$ cat config.mk
export PLATFORM = sky130hd
export DESIGN_NAME = hash_requester
export DESIGN_NICKNAME = d
export VERILOG_FILES = /design/src/rtl/hash_pkg.sv /design/src/rtl/hash_requester.sv
export SDC_FILE = /design/constraint.sdc
export NUM_CORES = 2
export LEC_CHECK = 0
export ABC_AREA = 0
export CORE_AREA = 2 2 278 280
export DETAILED_ROUTE_END_ITERATION = 8
export DIE_AREA = 0 0 280 282
export GPL_ROUTABILITY_DRIVEN = 0
export HOLD_SLACK_MARGIN = 0.02
export SETUP_SLACK_MARGIN = 0.05
export SLEW_MARGIN = 20
export SYNTH_ARGS = -nofsm -noshare
export SYNTH_HDL_FRONTEND = slang
export SYNTH_SLANG_ARGS = --single-unit
export TNS_END_PERCENT = 30
$ cat constraint.sdc
create_clock -name clk -period 2.4 [get_ports clk]
set_input_delay 0.24 -clock clk [delete_from_list [all_inputs] [get_ports clk]]
set_output_delay 0.24 -clock clk [all_outputs]
set_load 0.005 [all_outputs]
$ cat src/rtl/hash_pkg.sv
// Shared constants and state encoding for the hash requester.
package hash_pkg;

   localparam int WORD_W      = 32;
   localparam int N_MSG_WORDS = 16;
   localparam int N_DIG_WORDS = 4;
   localparam int START_HOLD  = 2;
   localparam int TIMEOUT_MAX = 255;

   typedef enum logic [2:0] {
      IDLE     = 3'd0,
      LOAD     = 3'd1,
      START_HI = 3'd2,
      WAIT     = 3'd3,
      COLLECT  = 3'd4,
      OUT      = 3'd5
   } state_e;

   // Plain-vector aliases of the enum, for code that keeps state in logic [2:0].
   localparam logic [2:0] S_IDLE     = IDLE;
   localparam logic [2:0] S_LOAD     = LOAD;
   localparam logic [2:0] S_START_HI = START_HI;
   localparam logic [2:0] S_WAIT     = WAIT;
   localparam logic [2:0] S_COLLECT  = COLLECT;
   localparam logic [2:0] S_OUT      = OUT;

endpackage

$ cat src/rtl/hash_requester.sv
// Hash requester: accepts a 512-bit message, writes it word by word into the
// engine's message memory, pulses start, then assembles the four 32-bit
// digest words returned by the engine and offers them downstream.
module hash_requester
   import hash_pkg::*;
(
   input  logic         clk,
   input  logic         rst,
   input  logic         msg_valid,
   output logic         msg_ready,
   input  logic [511:0] msg_data,
   output logic         mem_wr,
   output logic [3:0]   mem_addr,
   output logic [31:0]  mem_data,
   output logic         start,
   input  logic         dataOutValid,
   input  logic [31:0]  hashWord,
   output logic         digest_valid,
   input  logic         digest_ready,
   output logic [127:0] digest,
   output logic         err_timeout,
   output logic         err_frag
);

   // Terminal counter values; each counter stops or leaves its state here.
   localparam logic [3:0] WCNT_LAST = 4'(N_MSG_WORDS - 1);
   localparam logic       SCNT_LAST = 1'(START_HOLD - 1);
   localparam logic [1:0] DCNT_LAST = 2'(N_DIG_WORDS - 1);
   localparam logic [7:0] TCNT_MAX  = 8'(TIMEOUT_MAX);
   // Last WAIT cycle: the counter reaches TIMEOUT_MAX on the edge that ends it.
   localparam logic [7:0] TCNT_LAST = 8'(TIMEOUT_MAX - 1);

   logic [2:0]   state_q;
   logic [2:0]   state_d;
   logic [3:0]   wcnt_q;
   logic         scnt_q;
   logic [1:0]   dcnt_q;
   logic [7:0]   tcnt_q;
   logic [511:0] msg_q;
   logic [127:0] digest_q;
   logic         err_timeout_q;
   logic         err_frag_q;

   logic accept;
   logic wait_timeout;
   logic frag;

   assign accept       = (state_q == S_IDLE) && msg_valid;
   assign wait_timeout = (state_q == S_WAIT) && !dataOutValid && (tcnt_q == TCNT_LAST);
   assign frag         = (state_q == S_COLLECT) && !dataOutValid;

   // Next-state selection from the present state and the counters.
   always_comb begin
      state_d = state_q;
      case (state_q)
         S_IDLE: begin
            if (msg_valid) state_d = S_LOAD;
         end
         S_LOAD: begin
            if (wcnt_q == WCNT_LAST) state_d = S_START_HI;
         end
         S_START_HI: begin
            if (scnt_q == SCNT_LAST) state_d = S_WAIT;
         end
         S_WAIT: begin
            if (dataOutValid)            state_d = S_COLLECT;
            else if (tcnt_q == TCNT_LAST) state_d = S_IDLE;
         end
         S_COLLECT: begin
            if (!dataOutValid)            state_d = S_IDLE;
            else if (dcnt_q == DCNT_LAST) state_d = S_OUT;
         end
         S_OUT: begin
            if (digest_ready) state_d = S_IDLE;
         end
         default: state_d = S_IDLE;
      endcase
   end

   // State register.
   always_ff @(posedge clk) begin
      if (rst) state_q <= S_IDLE;
      else     state_q <= state_d;
   end

   // Memory word counter: walks 0..15 through LOAD and parks at 0 elsewhere.
   always_ff @(posedge clk) begin
      if (rst) begin
         wcnt_q <= '0;
      end else if (state_q == S_LOAD) begin
         if (wcnt_q == WCNT_LAST) wcnt_q <= '0;
         else                     wcnt_q <= wcnt_q + 4'd1;
      end else begin
         wcnt_q <= '0;
      end
   end

   // Start-hold counter: counts the START_HI cycles.
   always_ff @(posedge clk) begin
      if (rst) begin
         scnt_q <= 1'b0;
      end else if (state_q == S_START_HI) begin
         if (scnt_q == SCNT_LAST) scnt_q <= 1'b0;
         else                     scnt_q <= scnt_q + 1'b1;
      end else begin
         scnt_q <= 1'b0;
      end
   end

   // Timeout counter: cleared on the way into WAIT, saturates at TIMEOUT_MAX.
   always_ff @(posedge clk) begin
      if (rst) begin
         tcnt_q <= '0;
      end else if (state_q == S_WAIT) begin
         if (tcnt_q != TCNT_MAX) tcnt_q <= tcnt_q + 8'd1;
      end else begin
         tcnt_q <= '0;
      end
   end

   // Digest word counter: index of the next word to capture in COLLECT.
   always_ff @(posedge clk) begin
      if (rst) begin
         dcnt_q <= '0;
      end else if ((state_q == S_WAIT) && dataOutValid) begin
         dcnt_q <= 2'd1;
      end else if ((state_q == S_COLLECT) && dataOutValid) begin
         if (dcnt_q == DCNT_LAST) dcnt_q <= '0;
         else                     dcnt_q <= dcnt_q + 2'd1;
      end else if (state_q != S_COLLECT) begin
         dcnt_q <= '0;
      end else begin
         dcnt_q <= '0;
      end
   end

   // Message latch: captured once per accepted message, held for the LOAD walk.
   always_ff @(posedge clk) begin
      if (rst)         msg_q <= '0;
      else if (accept) msg_q <= msg_data;
   end

   // Digest assembly: word 0 in WAIT restarts the digest, words 1..3 fill it,
   // and a fragmented burst wipes whatever was gathered.
   always_ff @(posedge clk) begin
      if (rst) begin
         digest_q <= '0;
      end else if ((state_q == S_WAIT) && dataOutValid) begin
         digest_q <= {96'd0, hashWord};
      end else if ((state_q == S_COLLECT) && dataOutValid) begin
         digest_q[{dcnt_q, 5'd0} +: WORD_W] <= hashWord;
      end else if (frag) begin
         digest_q <= '0;
      end
   end

   // Error pulses: registered so each lasts exactly one cycle after the event.
   always_ff @(posedge clk) begin
      if (rst) begin
         err_timeout_q <= 1'b0;
         err_frag_q    <= 1'b0;
      end else begin
         err_timeout_q <= wait_timeout;
         err_frag_q    <= frag;
      end
   end

   // Moore output decode.
   assign msg_ready    = (state_q == S_IDLE);
   assign mem_wr       = (state_q == S_LOAD);
   assign mem_addr     = wcnt_q;
   assign mem_data     = (state_q == S_LOAD) ? msg_q[{wcnt_q, 5'd0} +: WORD_W] : '0;
   assign start        = (state_q == S_START_HI);
   assign digest_valid = (state_q == S_OUT);
   assign digest       = digest_q;
   assign err_timeout  = err_timeout_q;
   assign err_frag     = err_frag_q;

endmodule

==> results.toml <==
[detailed_routing]
drt-wirelength-per-cell_um = 23.3
via_count = 26100
ant_nets = 0
finalWirelength_mm = 116
drt-initial-drc-count = 2107
firstDrtPassIters = 8
avgViaCountPerCell = 5.26
drc_errors = 0

[sta]
fin_crit_sh_pct = 119
drv_slew = 0
grt_setup_unrepaired = "true"
slew_headroom_pct = 29.6
fin_skew_ps = 20.4
layout_setup_ws_ps = -466
period_needed_ps = 2870
worstMarginPinSlew_ps = 1060
setup_viol = 32
max_freq_mhz = 349
tns_ps = -12030
hold_violations = 0

[synth]
synthCells = 3194
ys_top_cells_by_area = "dfxtp_1, nand2_1, a21oi_1"
yosys.area.top_type = "dfxtp_1"
yosys_register_bits = 660
synth_edf_count = 0
synthesis.area_um2 = 27500
ys_types = 47
synthesis.nets = 3751
synthArstFlopShare_pct = 0
synth_top_flop_cell = "dfxtp_1"
synth-seq-area-share_pct = 48.1
yosys.area.top_type_share_pct = 48.1
synth_area_per_cell_um2 = 8.60
synth_warnings = 0

[critical_path]
max_stage_delay_ps = 560
r2r_start = "dcnt_q[0]$_SDFF_PP0_"
reg2reg_to = "digest[78]$_SDFFE_PP0P_"
endpoint_kind = "output pin"
cp_cell_sequence = "buf_12 > buf_12 > buf_6 > mux4_2 > mux2i_4 > buf_6 > o32ai_2 > buf_4"
setup.worst_path.class = "register to output pin"
r2r_cells = 7
cp.required_ps = 2160
cp-startpoint = "mem_addr[0]$_SDFF_PP0_"
rrSetupSlack_ps = 350
crit_slowest_cell = "mux4_2"
start_kind = "register"
critPathMaxFanout = 8
arrival_ps = 2630

[placement]
io_buffers = 718
dp_hpwl_mm = 87.0
placed_area_um2 = 36600

[finish]
fillers = 7028
final_util_pct = 52.8
post-route-cell-area_um2 = 40000
syn_to_final_growth_pct = 45.5
fin_nets = 4465
drive_gt1_share_pct = 12.7

[pwr]
p_total_mw = 36.9
ir_drop_mv = 0.513
powerDensity_nw_per_um2 = 924
leakage_nw = 14.5

[clocking]
cts_max_level = 3
clk_pin_slew_ps = 60
cts.sinks = 660
cts_tree = "done"
cts-buffers-inserted = 74
clockBufferDepth = 3
clock_latency_ps = 630
cts-root-buf = "clkbuf_16"

[floorplan]
die_h_um = 282
io_pins = 719
initial_utilization_pct = 36.3
die_x_um = 280
num_rows = 101
core-area_um2 = 75700
design.die.area_um2 = 79000

[global_routing]
grt_pass1_wl_mm = 165
antenna_found_initial = 26
grt_max_degree = 166
grt-ovfl-total = 0
grt_pass1_vias = 25500
track_usage_pct = 28.2

[worst_hold_path]
hold_end = "msg_q[464]$_SDFFE_PP0P_"
min_path_type = "input pin to register"
whs_path_depth = 3
hp-start = "msg_data[464]"

[job]
cap_violations = 0

[outcome]
status = "complete, but fails checks"
violations = "negative setup slack"
[layout make-up]
type / instances / area [um2] / share of cell area (%)
Tap cell: 978 / 1220 / 3.06
Inverter: 10 / 37.5 / 0.0939
Antenna cell: 17 / 42.5 / 0.106
Sequential cell: 660 / 13200 / 33.1
Timing Repair Buffer: 913 / 9410 / 23.5
Multi-Input combinational cell: 2249 / 13400 / 33.4
Clock buffer: 106 / 2240 / 5.60
Clock inverter: 30 / 435 / 1.09
[how the worst max path moves through the flow]
stage / end / slack [ps]
2_1_floorplan: mem_data[10] / 420
4_1_cts: mem_data[8] / -510
3_3_place_gp: mem_data[7] / -470
5_1_grt: mem_data[8] / -500
3_5_place_dp: mem_data[7] / -460
6_report: mem_data[8] / -470
[what timing repair did]
item	in CTS	in global routing
gates resized for setup	168	53
buffers inserted	24	14
hold buffers	1	0
endpoints found under the hold margin	27	0
endpoints found under the setup margin	34	34
pin swaps	2	5
cloned	4	0
[worst max-delay path, delay by kind of cell (launching register included)]
kind	cells	cell delay, ps
muxes	2	820
DFF	1	420
buffers and inverters	5	680
AOI/OAI and AO/OA	1	60
[kinds of logic (layout without fill, tap and decap cells)]
kind of cell | after synthesis | in the layout | share of synthesized area (%)
simple gates | 1251 | 1252 | 18.7
other cells | 0 | 17 | 0
flops | 660 | 660 | 48.1
compound gates | 756 | 756 | 16.7
fa+ha+maj | 8 | 8 | 0.365
xor+xnor | 7 | 7 | 0.223
mux | 226 | 226 | 11.2
buf+inv | 286 | 1059 | 4.70
[stage by stage]
step                      hold slack, ps  setup slack, ps  cells
final                                163             -466   4963
after global routing                 151             -499   4961
after CTS                            125             -511   4936
after detailed placement             414             -455   4780
after global placement               413             -466   4780
after floorplan                      366              420   3194
[layer usage]
metal	vias up	track usage (%)	wire length, um
met1	12500	34.4	46000
met4	12	14.7	5430
met3	229	4.78	6760
met5	-	0	90
met2	952	47.8	57600
li1	12400	-	-
[synthesized netlist by cell type, types with 2 or more instances]
library cell	number
a22o_1	32
dfxtp_1	660
inv_1	10
o21ai_0	2
nor4_1	2
and2_1	2
o211a_1	32
mux4_2	64
a21oi_1	523
buf_6	4
xor2_1	2
nand2_1	1035
clkbuf_1	122
nor3_1	6
nor4_4	2
buf_1	10
xnor2_1	5
o32ai_1	32
buf_4	5
nor2_2	30
a22oi_1	94
nand4b_1	2
nor3_2	2
nand4_1	2
nor2_1	78
nand3b_1	34
nor3b_2	2
a32o_1	32
nand2b_1	38
buf_2	135
ha_1	8
mux2i_1	162
o21ai_1	3
nand3_1	9
[report_power, final]
part / total [mW] / internal (mW) / switching, mW
Combinational: 11.0 / 4.91 / 6.12
Sequential: 13.6 / 12.5 / 1.05
Clock: 12.3 / 7.49 / 4.84
[flip-flops by register name, indices dropped and copies added, names as in the netlist]
signal / cells
err_frag: 1
msg_q: 512
err_timeout: 1
dcnt_q: 2
scnt_q: 1
mem_addr: 4
tcnt_q: 8
digest: 128
state_q: 3
[cells in the final DEF (no fill, tap or decap), types with 8 or more instances in the layout]
cell and instances:
mux2i_1 149, mux4_2 64, ha_1 8, a21oi_1 522, buf_12 56, nor2_1 77
a22oi_1 94, clkbuf_8 20, o211a_1 32, nand3b_1 34, o32ai_1 12, inv_1 10
nand2b_1 36, nand2_1 1034, a22o_1 32, o32ai_2 12, clkdlybuf4s50_1 682, clkbuf_16 77
diode_2 17, nand3_1 9, bufinv_16 9, mux2i_2 8, clkinv_2 9, buf_2 20
a32o_1 31, buf_6 21, nor2_2 31, buf_4 116, o32ai_4 8, dfxtp_1 657
clkbuf_1 9
Note: power is estimated with default switching activity, not from simulation.
